### src/rtl/lsu_pkg.sv
// Shared definitions for the load/store memory stage: FSM state encoding,
// RV32 load/store width codes, datapath width and funct3 legality decoding.
package lsu_pkg;

    localparam int REG_W = 32;

    typedef enum logic [1:0] {
        IDLE = 2'd0,
        REQ  = 2'd1,
        WAIT = 2'd2,
        RESP = 2'd3
    } lsu_state_t;

    localparam logic [2:0] LB  = 3'b000;
    localparam logic [2:0] LH  = 3'b001;
    localparam logic [2:0] LW  = 3'b010;
    localparam logic [2:0] LBU = 3'b100;
    localparam logic [2:0] LHU = 3'b101;

    // Stores only have signed-looking widths; loads reject the unused codes.
    function automatic logic funct3_illegal(input logic [2:0] f3, input logic is_store);
        if (is_store) begin
            return !((f3 == LB) || (f3 == LH) || (f3 == LW));
        end
        return (f3 == 3'b011) || (f3 == 3'b110) || (f3 == 3'b111);
    endfunction

endpackage

### src/rtl/lsu_align.sv
// Combinational byte-lane logic for the memory stage: byte enables and
// lane-replicated store data, sign/zero-extended load data, and the
// misalignment flag. The flag is only produced when LSU_MISALIGN_TRAP_EN
// is defined; otherwise halfword/word accesses silently align down.
import lsu_pkg::*;

module lsu_align (
    input  logic [2:0]       funct3,
    input  logic [1:0]       addr_lo,
    input  logic [REG_W-1:0] wdata,
    input  logic [REG_W-1:0] rdata,
    output logic [3:0]       be,
    output logic [REG_W-1:0] wdata_rep,
    output logic [REG_W-1:0] load_data,
    output logic             misaligned
);

    logic [7:0]  byte_sel;
    logic [15:0] half_sel;

    // Byte enables and store data replication follow the access width.
    always_comb begin
        be        = 4'b1111;
        wdata_rep = wdata;
        case (funct3[1:0])
            2'b00: begin
                be        = 4'b0001 << addr_lo;
                wdata_rep = {4{wdata[7:0]}};
            end
            2'b01: begin
                be        = 4'b0011 << {addr_lo[1], 1'b0};
                wdata_rep = {2{wdata[15:0]}};
            end
            default: begin
                be        = 4'b1111;
                wdata_rep = wdata;
            end
        endcase
    end

    // Pick the addressed byte and halfword out of the returned word.
    always_comb begin
        byte_sel = rdata[7:0];
        case (addr_lo)
            2'd0:    byte_sel = rdata[7:0];
            2'd1:    byte_sel = rdata[15:8];
            2'd2:    byte_sel = rdata[23:16];
            default: byte_sel = rdata[31:24];
        endcase
        half_sel = addr_lo[1] ? rdata[31:16] : rdata[15:0];
    end

    // Extend the selected lane to a full register value.
    always_comb begin
        load_data = rdata;
        case (funct3)
            LB:      load_data = {{24{byte_sel[7]}}, byte_sel};
            LBU:     load_data = {24'd0, byte_sel};
            LH:      load_data = {{16{half_sel[15]}}, half_sel};
            LHU:     load_data = {16'd0, half_sel};
            default: load_data = rdata;
        endcase
    end

`ifdef LSU_MISALIGN_TRAP_EN
    // Halfwords need an even address, words a 4-byte aligned one.
    always_comb begin
        misaligned = 1'b0;
        case (funct3[1:0])
            2'b01:   misaligned = addr_lo[0];
            2'b10:   misaligned = |addr_lo;
            default: misaligned = 1'b0;
        endcase
    end
`else
    assign misaligned = 1'b0;
`endif

endmodule

### src/rtl/lsu_mem_stage.sv
// Memory stage of the pipeline: one load/store in flight at a time.
// Accepts an operation from execute, issues a word-aligned memory request,
// waits for grant and read data (bounded by TIMEOUT), and returns a single
// writeback pulse. Misaligned-access trapping is enabled by defining
// LSU_MISALIGN_TRAP_EN (handled inside lsu_align).
import lsu_pkg::*;

module lsu_mem_stage #(
    parameter int unsigned TIMEOUT = 16
) (
    input  logic             clk,
    input  logic             rst,
    input  logic             req_valid,
    output logic             req_ready,
    input  logic [REG_W-1:0] req_addr,
    input  logic [REG_W-1:0] req_wdata,
    input  logic [2:0]       req_funct3,
    input  logic             req_is_store,
    input  logic [4:0]       req_rd,
    output logic             mem_req,
    output logic             mem_we,
    output logic [REG_W-1:0] mem_addr,
    output logic [REG_W-1:0] mem_wdata,
    output logic [3:0]       mem_be,
    input  logic             mem_gnt,
    input  logic             mem_rvalid,
    input  logic [REG_W-1:0] mem_rdata,
    output logic             wb_valid,
    output logic             wb_we,
    output logic [4:0]       wb_rd,
    output logic [REG_W-1:0] wb_data,
    output logic             wb_err
);

    lsu_state_t       state;
    lsu_state_t       state_next;
    logic [31:0]      wait_count;
    logic [2:0]       funct3_q;
    logic [1:0]       addr_lo_q;
    logic             is_store_q;
    logic [4:0]       rd_q;

    logic [2:0]       align_funct3;
    logic [1:0]       align_addr_lo;
    logic [3:0]       align_be;
    logic [REG_W-1:0] align_wdata;
    logic [REG_W-1:0] align_load;
    logic             align_misaligned;

    logic             accept;
    logic             access_fault;
    logic             timeout_hit;

    assign req_ready = (state == IDLE);
    assign accept    = req_valid && (state == IDLE);

    // In IDLE the lane logic looks at the incoming request; afterwards it
    // looks at the latched operation so load extraction uses the right lanes.
    assign align_funct3  = (state == IDLE) ? req_funct3    : funct3_q;
    assign align_addr_lo = (state == IDLE) ? req_addr[1:0] : addr_lo_q;

    lsu_align u_align (
        .funct3     (align_funct3),
        .addr_lo    (align_addr_lo),
        .wdata      (req_wdata),
        .rdata      (mem_rdata),
        .be         (align_be),
        .wdata_rep  (align_wdata),
        .load_data  (align_load),
        .misaligned (align_misaligned)
    );

    assign access_fault = funct3_illegal(req_funct3, req_is_store) || align_misaligned;
    assign timeout_hit  = (TIMEOUT != 0) && (wait_count == TIMEOUT - 1);

    // State register and WAIT-cycle counter.
    always_ff @(posedge clk) begin
        if (rst) begin
            state      <= IDLE;
            wait_count <= '0;
        end else begin
            state <= state_next;
            if (state == REQ && mem_gnt) begin
                wait_count <= '0;
            end else if (state == WAIT) begin
                wait_count <= wait_count + 32'd1;
            end
        end
    end

    // Next-state decode for the single-outstanding access sequence.
    always_comb begin
        state_next = state;
        case (state)
            IDLE: begin
                if (accept) begin
                    state_next = access_fault ? RESP : REQ;
                end
            end
            REQ: begin
                if (mem_gnt) begin
                    state_next = is_store_q ? RESP : WAIT;
                end
            end
            WAIT: begin
                if (mem_rvalid || timeout_hit) begin
                    state_next = RESP;
                end
            end
            RESP: begin
                state_next = IDLE;
            end
            default: begin
                state_next = IDLE;
            end
        endcase
    end

    // Registered memory-side and writeback-side outputs plus latched request.
    always_ff @(posedge clk) begin
        if (rst) begin
            mem_req    <= 1'b0;
            mem_we     <= 1'b0;
            mem_addr   <= '0;
            mem_wdata  <= '0;
            mem_be     <= '0;
            wb_valid   <= 1'b0;
            wb_we      <= 1'b0;
            wb_rd      <= '0;
            wb_data    <= '0;
            wb_err     <= 1'b0;
            funct3_q   <= '0;
            addr_lo_q  <= '0;
            is_store_q <= 1'b0;
            rd_q       <= '0;
        end else begin
            wb_valid <= 1'b0;
            wb_we    <= 1'b0;
            wb_err   <= 1'b0;
            case (state)
                IDLE: begin
                    if (accept) begin
                        funct3_q   <= req_funct3;
                        addr_lo_q  <= req_addr[1:0];
                        is_store_q <= req_is_store;
                        rd_q       <= req_rd;
                        if (access_fault) begin
                            wb_valid <= 1'b1;
                            wb_err   <= 1'b1;
                            wb_rd    <= req_rd;
                            wb_data  <= '0;
                        end else begin
                            mem_req   <= 1'b1;
                            mem_we    <= req_is_store;
                            mem_addr  <= {req_addr[31:2], 2'b00};
                            mem_be    <= align_be;
                            mem_wdata <= align_wdata;
                        end
                    end
                end
                REQ: begin
                    if (mem_gnt) begin
                        mem_req <= 1'b0;
                        mem_we  <= 1'b0;
                        if (is_store_q) begin
                            wb_valid <= 1'b1;
                            wb_rd    <= rd_q;
                            wb_data  <= '0;
                        end
                    end
                end
                WAIT: begin
                    if (mem_rvalid) begin
                        wb_valid <= 1'b1;
                        wb_we    <= 1'b1;
                        wb_rd    <= rd_q;
                        wb_data  <= align_load;
                    end else if (timeout_hit) begin
                        wb_valid <= 1'b1;
                        wb_err   <= 1'b1;
                        wb_rd    <= rd_q;
                        wb_data  <= '0;
                    end
                end
                default: begin
                end
            endcase
        end
    end

endmodule

### config.mk
export PLATFORM = sky130hd
export DESIGN_NAME = lsu_mem_stage
export DESIGN_NICKNAME = d
export VERILOG_FILES = /design/src/rtl/lsu_pkg.sv /design/src/rtl/lsu_align.sv /design/src/rtl/lsu_mem_stage.sv
export SDC_FILE = /design/constraint.sdc
export NUM_CORES = 1
export LEC_CHECK = 0
export ABC_CLOCK_PERIOD_IN_PS = 2300
export BUFFER_PORTS_ARGS = -buffer_cell sky130_fd_sc_hd__buf_2
export CAP_MARGIN = 15
export CORE_ASPECT_RATIO = 0.5
export CORE_MARGIN = 10
export CORE_UTILIZATION = 40
export DETAILED_ROUTE_END_ITERATION = 10
export PLACE_DENSITY = 0.65
export SKIP_LAST_GASP = 1
export SYNTH_ARGS = -nofsm -noshare
export SYNTH_HDL_FRONTEND = slang
export SYNTH_SLANG_ARGS = --single-unit
### constraint.sdc
create_clock -name clk -period 2.3 [get_ports clk]
set_input_delay 0.46 -clock clk [delete_from_list [all_inputs] [get_ports clk]]
set_output_delay 0.46 -clock clk [all_outputs]
set_load 0.1 [all_outputs]
==> results.tsv, run 1 <==
stage	metric	value	unit
placed_design	Port Buffer Count	218	
synth	Post-Syn Area	0.00686	sq mm
worst_setup_path	FF-to-FF setup slack	0.12	ns
synth	synth unique cells	71	
clock_network	CTS Hold Buffers Added	0	
timing	Slew Limit Fails	0	
worst_setup_path	R2R Path Start	state[1]	
die	Initial Utilization	0.414	
timing	fin crit period	2.18	ns
cells_and_area	share of cells above drive strength 1	0.318	
synth	fraction of registers with async set/reset	0	
drt	final WL	22.1	mm
drt	WL/cell	18.0	microns
timing	Least-Margin Pin Slew	0.740	ns
worst_setup_path	Setup CP Type	flop to flop	
synth	synthesized instance count	776	
worst_setup_path	CP Max Fanout	21	
worst_setup_path	Critical Path Source	state[1]	
grt	vias in the first global route	6524	
timing	normalized max-slew margin	0.507	
placed_design	post-placement cell count	1199	
clock_network	H-tree lvl count	4	
clock_network	Clock Tree Root	clkbuf_16	
timing	Setup-failing EPs final	0	
worst_setup_path	RR Endpoint	mem_wdata[26]	
die	core area	0.0166	sq mm
timing	final worst-path cycle share	0.948	
die	Die H	113	microns
cells_and_area	non-filler cells, final	1231	
grt	largest net degree at the start of global routing	60	
power	leakage power	3.71	nW
drt	DR pass1 iterations	7	
timing	Fmax	458	MHz
die	Rows	33	
die	# IOs	221	
clock_network	post-CTS sizing	0	
synth	sequential area share after synthesis	0.446	
synth	number of synthesized flops with an enable pin	0	
cells_and_area	# diodes	0	
power	Pwr per Cell Area	1260	mW/mm^2
cells_and_area	most frequent cells in the layout	buf_2, dfxtp_1, nand2_1, a21oi_1, nor2_1	
timing	clk_skew	0.0151	ns
grt	initial antenna violation count	1	
timing	setup tns final	0	ns
worst_setup_path	Required @ worst endpoint	2.57	ns
timing	Final Hold Vio Count	0	
cells_and_area	Synth-to-Final Area Change	29.4	%
worst_setup_path	Critical Path Source Type	flop	
worst_setup_path	crit path to	mem_wdata[26]	
worst_setup_path	endpoint class of the critical path	flop	
die	die width	205	microns
cells_and_area	Nets	1106	
clock_network	Worst-Skew Late Latency	0.41	ns
worst_setup_path	r2r worst-path depth	8	
cells_and_area	most common cell after layout, fill and taps aside	buf_2	
status	status	complete, no violations	
placed_design	GP Congestion	0.825	
clock_network	Num CTS Buffers	17	
synth	syn_area_per_cell	8.85	sq um
power	worst vdd ir	0.599	mV
cells_and_area	register area	0.00307	sq mm
drt	DRT iter0 DRCs	565	
clock_network	CTS Sinks	153	
die	total die area	0.0231	sq mm
clock_network	CTS tree	built	
synth	FF+latch count, synth	153	
grt	Tot GR Track Use	0.188	
drt	vias per inst	5.37	
synth	Warnings, synthesis	0	
timing	RSZ-0062 raised after global routing	false	
synth	Synth Flop Type	dfxtp_1	
worst_setup_path	Arr. time, crit path	2.45	ns
power	post-layout power	11.2	mW
clock_network	Worst-path clk slew	0.06	ns
drt	residual DRC count	0	
cells_and_area	multi-input logic area	0.00352	sq mm
placed_design	DP HPWL	16.5	mm
job	# Max-Cap Violations	0	
cells_and_area	layout filler cell count	1584	
clock_network	CTS max path bufs	2	
grt	first-pass GRT wire length	35.6	mm
clock_network	post-CTS setup repair buffer count	0	
drt	Antenna Nets Post-Route	0	
worst_hold_path	Min-Delay Path Class	input pin to flop	
drt	routed via count	6613	
grt	total grt overflow	0	
## critical path, cell delays in order (launching register included)
cell,delay (ns)
dfxtp_2,0.34
inv_2,0.09
ha_4,0.30
buf_4,0.20
nor3_1,0.07
a21o_1,0.23
buf_4,0.21
a222oi_1,0.45
a211oi_1,0.14
## state kept, by name (all words and copies together) (netlist names)
name	cells
wb_data	32
funct3_q	3
is_store_q	1
mem_wdata	32
mem_req	1
wait_count	32
state	2
wb_rd	5
mem_addr	30
wb_err	1
mem_we	1
wb_valid	1
mem_be	4
wb_we	1
rd_q	5
addr_lo_q	2
## area by class of cell
cell class,instances,share of cell area
Clock inverter,12,0.0142
Sequential cell,153,0.345
Tap cell,227,0.0320
Inverter,10,0.00423
Multi-Input combinational cell,558,0.396
Timing Repair Buffer,251,0.158
Clock buffer,20,0.0503
## synth_stat cells, types with 2 or more instances
cell type / instances / area share
a211oi_1: 27 / 0.030
nand4_1: 7 / 0.0064
xnor2_1: 21 / 0.027
mux2_2: 4 / 0.0066
and4_1: 4 / 0.0051
buf_6: 3 / 0.0049
nor4_1: 10 / 0.0091
o22a_1: 3 / 0.0038
xor2_1: 8 / 0.010
a222oi_1: 16 / 0.023
o2bb2ai_1: 19 / 0.024
o21ai_2: 2 / 0.0026
nor3_1: 14 / 0.010
a311oi_1: 10 / 0.013
and3_1: 4 / 0.0036
buf_2: 24 / 0.017
a31oi_1: 2 / 0.0018
mux2i_1: 21 / 0.031
mux2i_2: 2 / 0.0040
a21o_1: 3 / 0.0033
nand4_4: 2 / 0.0062
o21ai_0: 7 / 0.0051
and2_1: 2 / 0.0018
nand3b_1: 3 / 0.0033
buf_1: 2 / 0.0011
clkbuf_1: 21 / 0.011
o2bb2ai_2: 10 / 0.022
dfxtp_1: 153 / 0.45
a221o_1: 2 / 0.0029
nand2b_1: 5 / 0.0046
nand2_1: 134 / 0.073
a22oi_1: 2 / 0.0022
a21oi_1: 89 / 0.065
inv_1: 9 / 0.0049
buf_4: 5 / 0.0055
a32o_1: 6 / 0.0087
ha_1: 5 / 0.0091
nor4b_1: 2 / 0.0026
nor2_1: 70 / 0.038
nor2b_1: 3 / 0.0027
nand3_1: 10 / 0.0073
## how the worst min path moves through the flow
| stage | start | endpoint | cells past startpoint |
|---|---|---|---|
| floorplan | rd_q[0] | rd_q[0] | 2 |
| detailed placement | wb_data[20] | wb_data[20] | 1 |
| finish | req_addr[13] | mem_addr[13] | 3 |
| global placement | mem_addr[25] | mem_addr[25] | 2 |
| CTS | rst | wb_we | 2 |
| global route | req_addr[19] | mem_addr[19] | 3 |
## power by group
| group | internal [mW] | switching, mW |
|---|---|---|
| Sequential | 2.96 | 0.187 |
| Clock | 1.62 | 1.12 |
| Combinational | 1.49 | 3.84 |
| Total | 6.08 | 5.15 |
## cell families after synthesis
group                    after synthesis  synth area share
AO/OA/AOI/OAI                        212             0.228
multiplexers                          28            0.0434
buffers and inverters                 66            0.0467
AND/OR/NAND/NOR                      282             0.189
adder cells (fa/ha/maj)                5           0.00911
flip-flops                           153             0.446
other                                  1          0.000546
XOR/XNOR                              29            0.0370
## metrics by stage
step           setup WS (ns)  hold WS [ns]  cell area [sq um]  utilization
2_1_floorplan        0.00331         0.436               6900            -
3_3_place_gp           0.234         0.439               8310        0.501
3_5_place_dp           0.164         0.441               8310        0.501
4_1_cts                0.147         0.266               8880        0.535
5_1_grt              0.00136         0.273               8880        0.535
6_report               0.119         0.285               8880        0.535
## per-layer routing
metal	track usage	up-vias	routed length, microns
met3	0.0439	36	1280
met2	0.321	183	11000
li1	-	3233	-
met1	0.227	3159	9380
met4	0.0652	2	409
met5	0	-	13
Note: power is estimated with default switching activity, not from simulation.
==> run 2: changes to the inputs <==
Settings changed: SETUP_SLACK_MARGIN set to 0.15.
==> run 2 against run 1 <==
Against the previous run: non-clock buffer count rose by 4; largest cell class unchanged; sequential power barely moved; die area did not move; worst hold slack got worse by 0.0098 ns; via count fell by 1.1%; clock skew rose by 0.0018 ns; global-route usage fell by 0.20 points; register-to-register slack improved by 0.06 ns; clock power rose by 5%; sequential cell count did not move; clock-buffer cell count fell by 2.
==> results.tsv, run 2 (synthesis results as in run 1) <==
stage	metric	value	unit	change
status	status	complete, no violations		
clock_network	Worst-Skew Late Latency	0.42	ns	about the same
cells_and_area	Nets	1110		+0.36%
cells_and_area	most frequent cells in the layout	buf_2, dfxtp_1, nand2_1, a21oi_1, nor2_1		
worst_setup_path	endpoint class of the critical path	flop		
power	Pwr per Cell Area	1280	mW/mm^2	+1.1%
worst_setup_path	Required @ worst endpoint	2.61	ns	+0.04 ns
power	Clock power frac	0.249		+0.004
power	worst vdd ir	0.597	mV	-0.30%
placed_design	Port Buffer Count	218		unchanged
timing	Setup-failing EPs final	0		unchanged
timing	setup ws final	0.176	ns	+0.0570 ns
power	post-layout power	11.5	mW	+2.9%
drt	Antenna Nets Post-Route	0		unchanged
worst_setup_path	FF-to-FF setup slack	0.18	ns	+0.06 ns
timing	normalized max-slew margin	0.466		-0.0401
timing	setup tns final	0	ns	unchanged
die	Die H	113	microns	unchanged
clock_network	CTS max path bufs	2		unchanged
placed_design	DP HPWL	16.7	mm	+1.3%
drt	DRT iter0 DRCs	584		+3.4%
placed_design	GP Congestion	0.826		+0.18%
timing	fin crit period	2.12	ns	-0.0570 ns
placed_design	pre-CTS setup slack	0.0953	ns	-0.0689 ns
placed_design	post-placement cell count	1196		-0.25%
die	die width	205	microns	unchanged
cells_and_area	share of cells above drive strength 1	0.331		+0.0136
worst_setup_path	Setup CP Type	flop to flop		
power	leakage power	3.78	nW	+1.9%
grt	first-pass GRT wire length	35.0	mm	-1.6%
timing	final worst-path cycle share	0.924		-0.0248
cells_and_area	Top Registers	mem_wdata: 32 flops, wait_count: 32 flops, wb_data: 32 flops		
power	Seq pwr share	0.274		-0.007
power	Comb pwr share	0.477		+0.002
die	core area	0.0166	sq mm	unchanged
timing	clk_skew	0.0168	ns	+0.00175 ns
worst_setup_path	CP Max Fanout	8		-62%
grt	Tot GR Track Use	0.186		-0.00203
clock_network	CTS Sinks	153		unchanged
die	Initial Utilization	0.414		unchanged
worst_hold_path	Min-Delay Path Class	input pin to flop		
timing	hold_ws	0.275	ns	-0.00985 ns
cells_and_area	layout filler cell count	1554		-1.9%
drt	vias per inst	5.29		-1.6%
drt	WL/cell	18.2	microns	+1.3%
drt	residual DRC count	0		unchanged
grt	largest net degree at the start of global routing	78		+30%
clock_network	CTS Hold Buffers Added	0		unchanged
job	# Max-Cap Violations	0		unchanged
drt	DR pass1 iterations	7		unchanged
worst_setup_path	Critical Path Source Type	flop		
die	# IOs	221		unchanged
clock_network	Clock Tree Root	clkbuf_16		
grt	total grt overflow	0		unchanged
drt	final WL	22.5	mm	+1.9%
cells_and_area	most common cell after layout, fill and taps aside	buf_2		
cells_and_area	fin area	0.00904	sq mm	+1.7%
timing	Fmax	471	MHz	+2.7%
power	P_int	6.27	mW	+3.2%
timing	Slew Limit Fails	0		unchanged
drt	routed via count	6543		-1.1%
grt	vias in the first global route	6306		-3.3%
placed_design	Area after DPL	0.00828	sq mm	-0.35%
cells_and_area	Finished Core Util	0.544		+0.00927
clock_network	Num CTS Buffers	17		unchanged
die	total die area	0.0231	sq mm	unchanged
worst_setup_path	Arr. time, crit path	2.43	ns	-0.02 ns
clock_network	Worst-path clk slew	0.07	ns	about the same
cells_and_area	Synth-to-Final Area Change	31.6	%	
timing	Least-Margin Pin Slew	0.800	ns	+0.0602 ns
power	sw frac	0.457		-0.00162
cells_and_area	non-filler cells, final	1238		+0.57%
clock_network	CTS tree	built		
grt	initial antenna violation count	3		+2
clock_network	H-tree lvl count	4		unchanged
die	Rows	33		unchanged
timing	Final Hold Vio Count	0		unchanged
power	sw power	5.28	mW	+2.5%
timing	RSZ-0062 raised after global routing	false		
## run 2: changes by cell type in the layout (fill, tap and decap cells not counted), moves of 2 or more
| cell | change |
|---|---|
| inv_6 | +3 |
| nor4_2 | +2 |
| buf_6 | +4 |
| clkinv_4 | +2 |
| diode_2 | +3 |
| clkinvlp_4 | -4 |
| nor4_1 | -2 |
## run 2: path summary, 6_finish.rpt
check,end,cells after the start,from
max,wb_data[24],9,state[0]
min,mem_addr[11],3,req_addr[11]
max reg2reg,wb_data[24],9,state[0]
min reg2reg,mem_wdata[4],2,mem_wdata[4]
## run 2: layer usage
layer,GRT usage,vias up,share of wire
met5,0,-,0
met4,0.0536,0,0.015
met3,0.0508,26,0.062
met2,0.314,193,0.50
met1,0.226,3085,0.43
li1,-,3239,-
## run 2: critical path, stage by stage (launching register included)
cell	delay, ns
dfxtp_4	0.36
inv_4	0.07
ha_4	0.22
buf_6	0.16
mux2i_4	0.24
mux2_4	0.31
a21o_1	0.19
o21ai_4	0.20
clkbuf_16	0.21
o2bb2ai_2	0.06
## run 2: layout make-up
type / count / area, sq um / share of cell area
clock buffers: 18 / 429 / 0.0475
clock inverters: 14 / 170 / 0.0188
multi-input cells: 558 / 3590 / 0.397
diodes: 3 / 7.51 / 0.000831
flip-flops and latches: 153 / 3070 / 0.340
inverters: 10 / 40.0 / 0.00443
well taps: 227 / 284 / 0.0314
repair buffers: 255 / 1450 / 0.161
## run 2: timing repair
action,4_1_cts,5_1_grt
resized for setup,3,16
buffers inserted,0,5
gates cloned,0,2
pin swaps,1,8
setup endpoints to repair,23,54
## run 2: power by group through the flow
stage               Clock, mW  Sequential, mW  Combinational [mW]
finish                   2.88            3.16                5.51
global route             3.03            3.20                5.86
CTS                      2.91            3.15                5.33
detailed placement          0            3.21                5.29
global placement            0            3.20                5.24
floorplan                   0            4.94                2.44
==> run 3: changes to the inputs <==
Settings changed: CORE_MARGIN 10 to 4.
==> run 3 against run 2 <==
Against the previous run: worst hold slack worse by 0.0073 ns; die area down 16%; critical path type unchanged; clock-buffer cell count up 2; combinational power down 0.9%; sequential share of layout area up 0.11 points; via count up 1.5%; cell count down 0.65%; power about the same; final area down 0.42%; global-route usage up 2.5 points.
==> results.tsv, run 3 (synthesis results as in run 1) <==
stage	metric	value	unit	change
status	status	complete, no violations		
die	Initial Utilization	0.414		unchanged
cells_and_area	most common cell after layout, fill and taps aside	buf_2		
timing	fin crit period	2.10	ns	-0.0218 ns
cells_and_area	Top Registers	mem_wdata: 32 flops, wait_count: 32 flops, wb_data: 32 flops		
cells_and_area	# diodes	0		-3
timing	Slew Limit Fails	0		unchanged
drt	residual DRC count	0		unchanged
timing	Least-Margin Pin Slew	0.731	ns	-0.0699 ns
drt	vias per inst	5.40		+2.1%
worst_setup_path	Required @ worst endpoint	2.62	ns	about the same
timing	Setup-failing EPs final	0		unchanged
clock_network	CTS max path bufs	2		unchanged
clock_network	CTS tree	built		
placed_design	DP HPWL	15.4	mm	-7.5%
grt	largest net degree at the start of global routing	69		-12%
drt	DRT iter0 DRCs	569		-2.6%
power	Seq pwr share	0.273		about the same
worst_setup_path	Arr. time, crit path	2.43	ns	about the same
clock_network	Clock Tree Root	clkbuf_16		
drt	final WL	21.1	mm	-6.4%
timing	Fmax	476	MHz	+1.0%
power	Pwr per Cell Area	1280	mW/mm^2	+0.47%
worst_setup_path	endpoint class of the critical path	flop		
worst_setup_path	R2R Path Start	state[0]		
grt	first-pass GRT wire length	33.4	mm	-4.6%
power	P_int	6.29	mW	+0.35%
timing	Final Hold Vio Count	0		unchanged
timing	final worst-path cycle share	0.914		-0.00950
timing	hold_ws	0.268	ns	-0.00734 ns
timing	clk_skew	0.00852	ns	-0.00833 ns
die	# IOs	221		unchanged
power	leakage power	3.75	nW	-0.89%
placed_design	Area after DPL	0.00831	sq mm	+0.33%
power	sw power	5.26	mW	-0.31%
clock_network	H-tree lvl count	4		unchanged
die	core area	0.0166	sq mm	unchanged
cells_and_area	Synth-to-Final Area Change	31.1	%	
clock_network	Worst-path clk slew	0.07	ns	about the same
placed_design	pre-CTS setup slack	0.0673	ns	-0.0280 ns
worst_setup_path	CP Max Fanout	10		+2
grt	vias in the first global route	6249		-0.90%
worst_setup_path	CP peak stage delay	0.46	ns	+0.10 ns
drt	Antenna Nets Post-Route	0		unchanged
cells_and_area	most frequent cells in the layout	buf_2, dfxtp_1, nand2_1, a21oi_1, nor2_1		
timing	setup tns final	0	ns	unchanged
worst_hold_path	Min-Delay Path Class	input pin to flop		
timing	RSZ-0062 raised after global routing	true		
die	die width	193	microns	-5.8%
cells_and_area	non-filler cells, final	1230		-0.65%
power	Comb pwr share	0.472		-0.005
die	Rows	33		unchanged
cells_and_area	fin area	0.00900	sq mm	-0.42%
power	sw frac	0.455		-0.00164
drt	WL/cell	17.1	microns	-5.8%
power	Clock power frac	0.255		+0.006
grt	Tot GR Track Use	0.211		+0.0252
drt	DR pass1 iterations	5		-2
worst_setup_path	worst-path cell chain	inv_2, ha_4, buf_2, or3b_2, o21ai_2, buf_4, a222oi_1, a211oi_1		
grt	total grt overflow	0		unchanged
power	worst vdd ir	0.657	mV	+9.9%
placed_design	Port Buffer Count	218		unchanged
die	Die H	101	microns	-11%
timing	normalized max-slew margin	0.513		+0.0466
worst_setup_path	Critical Path Source Type	flop		
cells_and_area	share of cells above drive strength 1	0.329		-0.00234
cells_and_area	Nets	1105		-0.45%
worst_setup_path	Critical Path Source	state[0]		
timing	setup ws final	0.197	ns	+0.0218 ns
placed_design	post-placement cell count	1196		unchanged
grt	initial antenna violation count	1		-2
job	# Max-Cap Violations	0		unchanged
clock_network	Num CTS Buffers	17		unchanged
clock_network	CTS Sinks	153		unchanged
worst_hold_path	Hold Startpoint	req_addr[28]		
drt	routed via count	6638		+1.5%
worst_setup_path	Setup CP Type	flop to flop		
worst_setup_path	highest-delay cell along the critical path	or3b_2		
placed_design	GP Congestion	0.841		+1.8%
clock_network	Worst-Skew Late Latency	0.42	ns	about the same
die	total die area	0.0194	sq mm	-16%
clock_network	CTS Hold Buffers Added	0		unchanged
cells_and_area	layout filler cell count	1605		+3.3%
==> run 3: cell count changes in the layout (fill, tap and decap cells not counted), sizes merged <==
cell and change:
buf -4, clkinv -3, diode -3, clkinvlp +2, clkbuf +1, inv -1
==> run 3: layout make-up <==
type                    count  area [sq um]  share of cell area
clock buffers              20           457              0.0508
clock inverters            12           165              0.0184
inverters                  10          37.5             0.00417
multi-input cells         558          3580               0.398
flip-flops and latches    153          3070               0.341
well taps                 227           284              0.0316
repair buffers            250          1410               0.156
==> run 3: layer usage <==
| metal | global-route usage | vias to the layer above | share of wire |
|---|---|---|---|
| li1 | - | 3226 | - |
| met1 | 0.281 | 3177 | 0.44 |
| met2 | 0.348 | 207 | 0.48 |
| met3 | 0.0521 | 26 | 0.061 |
| met4 | 0.0527 | 2 | 0.014 |
| met5 | 0 | - | 0.00062 |
==> run 3: power by group through the flow <==
stage               logic [mW]  clock network, mW  registers, mW
floorplan                 2.44                  0           4.94
global placement          5.28                  0           3.20
detailed placement        5.33                  0           3.21
CTS                       5.40               3.00           3.15
global route              5.78               3.13           3.19
finish                    5.46               2.94           3.15
==> run 3: through the flow <==
| stage | total power, mW | util |
|---|---|---|
| after global placement | 8.48 | 0.501 |
| after CTS | 11.5 | 0.539 |
| after detailed placement | 8.54 | 0.501 |
| after global routing | 12.1 | 0.542 |
| final | 11.6 | 0.542 |
| after floorplan | 7.38 | - |
==> run 3: final timing paths <==
path                                       to  slack, ns  cells after the start
worst min-delay path             mem_addr[28]       0.27                      3
worst max-delay path            mem_wdata[27]       0.20                      8
worst max register to register  mem_wdata[27]       0.20                      8
worst min register to register    mem_addr[5]       0.45                      2
==> run 3: what timing repair did <==
| item | 4_1_cts | 5_1_grt |
|---|---|---|
| setup endpoints to repair | 23 | 36 |
| buffers inserted | 1 | 1 |
| resized for setup | 3 | 10 |
| pin swaps | 1 | 5 |
==> run 3: worst max-delay path, delay by kind of cell, from the launching register on <==
| family | cells | cell delay, ns |
|---|---|---|
| AND/OR/NAND/NOR | 1 | 0.46 |
| adder cells (fa/ha/maj) | 1 | 0.21 |
| flip-flops | 1 | 0.37 |
| AO/OA/AOI/OAI | 3 | 0.49 |
| buffers and inverters | 3 | 0.48 |
